### src/rtl/ibex_cheri_exc_reporter.sv
// CHERI capability-violation reporter: priority-encodes the violation vector into a
// cause/index pair, holds the trap request, and commits accepted traps into MCCSR.
module ibex_cheri_exc_reporter #(
  parameter int unsigned NumViolations = 22
) (
  input  logic                     clk_i,
  input  logic                     rst_i,
  input  logic                     violation_valid_i,
  input  logic [NumViolations-1:0] violation_i,
  input  logic [2:0]               exc_reg_sel_i,
  input  logic [4:0]               reg_a_addr_i,
  input  logic [4:0]               reg_b_addr_i,
  input  logic [4:0]               scr_addr_i,
  output logic                     exc_req_o,
  input  logic                     exc_ack_i,
  input  logic                     flush_i,
  output logic [4:0]               c_cause_o,
  output logic [5:0]               cap_idx_o,
  input  logic                     csr_access_i,
  input  logic [11:0]              csr_addr_i,
  input  logic [1:0]               csr_op_i,
  input  logic [31:0]              csr_wdata_i,
  output logic                     csr_hit_o,
  output logic [31:0]              csr_rdata_o
);

  localparam logic [11:0] CSR_MCCSR = 12'hBC0;

  typedef enum logic [2:0] {
    REG_A   = 3'd0,
    REG_B   = 3'd1,
    REG_SCR = 3'd2,
    REG_PCC = 3'd3
  } c_exc_reg_mux_sel_e;

  typedef enum logic [1:0] {
    CSR_OP_READ  = 2'd0,
    CSR_OP_WRITE = 2'd1,
    CSR_OP_SET   = 2'd2,
    CSR_OP_CLEAR = 2'd3
  } csr_op_e;

  typedef enum logic {
    IDLE,
    PENDING
  } state_e;

  state_e      state_q, state_d;
  logic        latch_en, commit_en;
  logic [4:0]  win_idx;
  logic [4:0]  new_cause;
  logic [5:0]  new_cap_idx;
  logic [4:0]  pend_cause_q;
  logic [5:0]  pend_idx_q;
  logic [4:0]  mccsr_cause_q;
  logic [5:0]  mccsr_idx_q;
  logic [31:0] mccsr_value;
  logic [31:0] csr_wr_value;
  logic        csr_wr_en;
  logic        unused_wdata;

  // Lowest set index wins, so scan downwards and let the last hit stick.
  always_comb begin
    win_idx = '0;
    for (int i = NumViolations - 1; i >= 0; i--) begin
      if (violation_i[i]) begin
        win_idx = 5'(i);
      end
    end
  end

  always_comb begin
    case (win_idx)
      5'd0:    new_cause = 5'h18;
      5'd1:    new_cause = 5'h02;
      5'd2:    new_cause = 5'h03;
      5'd3:    new_cause = 5'h04;
      5'd4:    new_cause = 5'h17;
      5'd5:    new_cause = 5'h19;
      5'd6:    new_cause = 5'h1A;
      5'd7:    new_cause = 5'h1B;
      5'd8:    new_cause = 5'h1C;
      5'd9:    new_cause = 5'h11;
      5'd10:   new_cause = 5'h12;
      5'd11:   new_cause = 5'h13;
      5'd12:   new_cause = 5'h14;
      5'd13:   new_cause = 5'h15;
      5'd14:   new_cause = 5'h16;
      5'd15:   new_cause = 5'h10;
      5'd16:   new_cause = 5'h01;
      5'd17:   new_cause = 5'h0A;
      5'd18:   new_cause = 5'h08;
      5'd19:   new_cause = 5'h09;
      5'd20:   new_cause = 5'h05;
      5'd21:   new_cause = 5'h06;
      default: new_cause = 5'h00;
    endcase
  end

  always_comb begin
    case (exc_reg_sel_i)
      REG_A:   new_cap_idx = {1'b0, reg_a_addr_i};
      REG_B:   new_cap_idx = {1'b0, reg_b_addr_i};
      REG_SCR: new_cap_idx = {1'b1, scr_addr_i};
      REG_PCC: new_cap_idx = 6'h20;
      default: new_cap_idx = 6'h00;
    endcase
  end

  always_comb begin
    state_d   = state_q;
    latch_en  = 1'b0;
    commit_en = 1'b0;
    case (state_q)
      IDLE: begin
        if (violation_valid_i && |violation_i) begin
          state_d  = PENDING;
          latch_en = 1'b1;
        end
      end
      PENDING: begin
        // A flush kills the trap even if the controller acks it in the same cycle.
        if (flush_i) begin
          state_d = IDLE;
        end else if (exc_ack_i) begin
          state_d   = IDLE;
          commit_en = 1'b1;
        end
      end
      default: state_d = IDLE;
    endcase
  end

  always_ff @(posedge clk_i or posedge rst_i) begin
    if (rst_i) begin
      state_q      <= IDLE;
      pend_cause_q <= '0;
      pend_idx_q   <= '0;
    end else begin
      state_q <= state_d;
      if (latch_en) begin
        pend_cause_q <= new_cause;
        pend_idx_q   <= new_cap_idx;
      end
    end
  end

  assign exc_req_o = (state_q == PENDING);
  assign c_cause_o = pend_cause_q;
  assign cap_idx_o = pend_idx_q;

  assign mccsr_value = {16'h0000, mccsr_idx_q, mccsr_cause_q, 4'h0, 1'b1};
  assign csr_hit_o   = (csr_addr_i == CSR_MCCSR);
  assign csr_rdata_o = csr_hit_o ? mccsr_value : 32'h0;
  assign csr_wr_en   = csr_access_i && csr_hit_o && (csr_op_i != CSR_OP_READ);

  always_comb begin
    case (csr_op_i)
      CSR_OP_WRITE: csr_wr_value = csr_wdata_i;
      CSR_OP_SET:   csr_wr_value = mccsr_value | csr_wdata_i;
      CSR_OP_CLEAR: csr_wr_value = mccsr_value & ~csr_wdata_i;
      default:      csr_wr_value = mccsr_value;
    endcase
  end

  // Only the cause/index field is writable; E and the zero fields are fixed.
  always_ff @(posedge clk_i or posedge rst_i) begin
    if (rst_i) begin
      mccsr_cause_q <= '0;
      mccsr_idx_q   <= '0;
    end else if (commit_en) begin
      mccsr_cause_q <= pend_cause_q;
      mccsr_idx_q   <= pend_idx_q;
    end else if (csr_wr_en) begin
      mccsr_cause_q <= csr_wr_value[9:5];
      mccsr_idx_q   <= csr_wr_value[15:10];
    end
  end

  assign unused_wdata = ^{csr_wr_value[31:16], csr_wr_value[4:0]};

endmodule
### config.mk
export PLATFORM = sky130hd
export DESIGN_NAME = ibex_cheri_exc_reporter
export DESIGN_NICKNAME = d
export VERILOG_FILES = /design/src/rtl/ibex_cheri_exc_reporter.sv
export SDC_FILE = /design/constraint.sdc
export NUM_CORES = 1
export LEC_CHECK = 0
export BUFFER_PORTS_ARGS = -buffer_cell sky130_fd_sc_hd__buf_2
export CORE_UTILIZATION = 47
export DETAILED_ROUTE_END_ITERATION = 7
export HOLD_SLACK_MARGIN = 0.03
export PLACE_DENSITY_LB_ADDON = 0.25
export SLEW_MARGIN = 25
export SYNTH_ARGS = -nofsm -noshare
export SYNTH_HDL_FRONTEND = slang
export SYNTH_SLANG_ARGS = --single-unit
### constraint.sdc
create_clock -name clk_i -period 4.3 [get_ports clk_i]
set_input_delay 0.86 -clock clk_i [delete_from_list [all_inputs] [get_ports clk_i]]
set_output_delay 0.86 -clock clk_i [all_outputs]
set_load 0.02 [all_outputs]
==> results.ini <==
[status]
outcome=finished, final reports clean

[cts]
cts.reportedPaths.clkPinSlew_ns=0.08
cts-root-buf=clkbuf_8
insertion_delay_ns=0.25
cts_tree=yes
cts_sinks=23
ctsHoldBuffers=0
post_cts_resized=0
h-tree-depth=1
post_cts_buffers=0
cts_made_buffers=3
clockBufferDepth=2

[grt]
grt_max_degree=24
grt_antenna_before_repair=0
grt_overflow=0
grt_pass1_vias=1938
track_usage_pct=20.4
grt_pass1_wl_um=8380

[critical_path]
cp-endpoint=csr_rdata_o[11]
path_buf_inv=2
reg2reg_slack_ns=2.47
worstPathRequired_ns=3.44
startpoint=csr_addr_i[1]
criticalPathCategory=input pin to output port
path_max_fanout=15
critPathSlowestCell=nor2_1
r2r_end=mccsr_idx_q[0]
slowest_delay_ns=0.59
worst-path-stages=6
crit_family=simple AND/OR/NAND/NOR gates
worstSetupStartpointType=input pin
rr_startpoint=exc_req_o
worstPathArrival_ns=2.31
reg2reg_depth=6
end_kind=output port
cp_cell_sequence=buf_2 -> nor4_1 -> nand4_1 -> nor2_1 -> and2_1 -> buf_2
crit_top_cell=buf_2

[min_path]
hp-class=flip-flop to flip-flop

[final_layout]
diodes=0
syn2layout_area_growth_pct=22.2
layout_common_cells=95 x buf_2, 28 x nand2_1, 27 x a21oi_1, 26 x o21ai_0, 23 x dfrtp_1
stdcell_area_sq_mm=0.00261
final_common_cell=buf_2
nets=466
drive_above_1_share_pct=30.7

[routing]
wirelength_um=4920
drc=0
wl_per_cell_um=11.9
via_per_inst=5.29
ant_nets=0
drtIter0Drc=127
vias=2186
drt_pass1_iterations=4

[die]
die_x_um=69.5
dieArea_sq_mm=0.00482
core_sq_mm=0.00435
fp-row-count=24
ios=137
start_util_pct=49.1
die_h_um=69.5

[sta]
fin_crit_sh_pct=73.8
clock.fmax_ghz=0.315
skew_ns=0.00186
worst_slack_ns=1.13
tightest_slew_ns=0.955
relSlewSlack_pct=36.3
setup_viol_count_final=0
period_minus_slack_ns=3.17
fin_setup_tns_ns=0
hold_viol=0
rsz0062_at_grt=false
slew_violations=0

[synthesis]
seq_area_frac_synth_pct=26.9
synth.distinct_cells=48
synthCells=272
synth_area_sq_mm=0.00214
ys_ff_latch=23
avgSynthCellArea_sq_um=7.86
yosys_warnings=0

[placement]
gp_congestion=0.924
dp_slack_ns=1.11
port_buffers=95
place_area_sq_mm=0.00257
dpl.hpwl_um=3930

[pwr]
ir_drop_mv=0.145
powerDensity_mw_per_mm2=249
leakage_uw=0.00136

[job]
drv_cap=0

[registers in the layout, indices dropped and copies added, names as in the netlist]
signal / flops
mccsr_idx_q: 6
c_cause_o: 5
exc_req_o: 1
cap_idx_o: 6
mccsr_cause_q: 5
[power by group]
part	switching (uW)	internal [uW]	leakage, uW
combinational	134	90.0	0.00105
sequential	31.8	266	0.000287
clock	64.1	65.9	0.0000228
[through the flow]
stage	util [%]	hold slack (ns)	cells	total power, uW
finish	60.0	0.506	413	651
floorplan	-	0.477	291	450
CTS	60.0	0.517	413	657
detailed placement	59.0	0.496	409	527
global route	60.0	0.552	413	695
global placement	59.0	0.486	409	519
[kinds of logic after synthesis]
family / synth area share [%]
buffers and inverters: 11.4
muxes: 3.86
DFF: 26.9
and+or+nand+nor: 22.8
other: 0.175
adders and majority gates: 7.02
AOI/OAI and AO/OA: 27.9
[synth_stat cells, drive strengths merged]
library cell / n / area [sq um]
and2: 11 / 68.8
ha: 12 / 150
o31ai: 6 / 45.0
a32oi: 1 / 8.76
nand3: 2 / 10.0
a31o: 1 / 8.76
a31oi: 2 / 12.5
o22ai: 2 / 12.5
o211a: 1 / 10.0
conb: 1 / 3.75
nand2: 28 / 105
or4: 2 / 18.8
a221oi: 1 / 8.76
a21oi: 28 / 144
o211ai: 1 / 7.51
nand2b: 3 / 18.8
nand4b: 1 / 8.76
a211o: 10 / 88.8
o21ai: 29 / 149
nand4: 2 / 18.8
a2111oi: 2 / 17.5
or3: 2 / 12.5
nor3: 2 / 10.0
a211oi: 2 / 27.5
mux2: 2 / 22.5
mux2i: 6 / 60.1
a21o: 2 / 15.0
a22oi: 3 / 22.5
buf: 23 / 168
nor3b: 1 / 7.51
nor2b: 11 / 68.8
nor4: 7 / 65.1
o311ai: 1 / 8.76
inv: 12 / 45.0
clkbuf: 8 / 30.0
o221ai: 1 / 8.76
nor2: 20 / 75.1
dfrtp: 23 / 576
[worst min-delay path by stage]
stage / startpoint / endpoint / slack, ns / cells past startpoint
3_3_place_gp: c_cause_o[2] / c_cause_o[2] / 0.49 / 2
5_1_grt: c_cause_o[4] / c_cause_o[4] / 0.55 / 2
6_report: cap_idx_o[2] / cap_idx_o[2] / 0.51 / 2
4_1_cts: cap_idx_o[2] / cap_idx_o[2] / 0.52 / 2
3_5_place_dp: c_cause_o[2] / c_cause_o[2] / 0.50 / 2
2_1_floorplan: mccsr_cause_q[3] / mccsr_cause_q[3] / 0.48 / 2
[metal layers]
metal | global-route usage, % | vias up | routed length, um
met5 | 0 | - | 0
met4 | 3.85 | 0 | 29
met3 | 2.18 | 2 | 260
met2 | 38.5 | 72 | 2540
met1 | 25.0 | 1001 | 2090
li1 | - | 1111 | -
[area by class of cell]
class / instances / area (sq um)
Tap cell: 52 / 65.1
Fill cell: 418 / 1740
Sequential cell: 23 / 576
Timing Repair Buffer: 97 / 490
Inverter: 12 / 45.0
Multi-Input combinational cell: 225 / 1390
Clock buffer: 4 / 45.0
[worst min-delay path, delay by kind of cell (launching register included)]
kind | cells | cell delay (ns)
AND/OR/NAND/NOR | 1 | 0.05
flip-flops | 1 | 0.36
AO/OA/AOI/OAI | 1 | 0.06
Note: power is estimated with default switching activity, not from simulation.
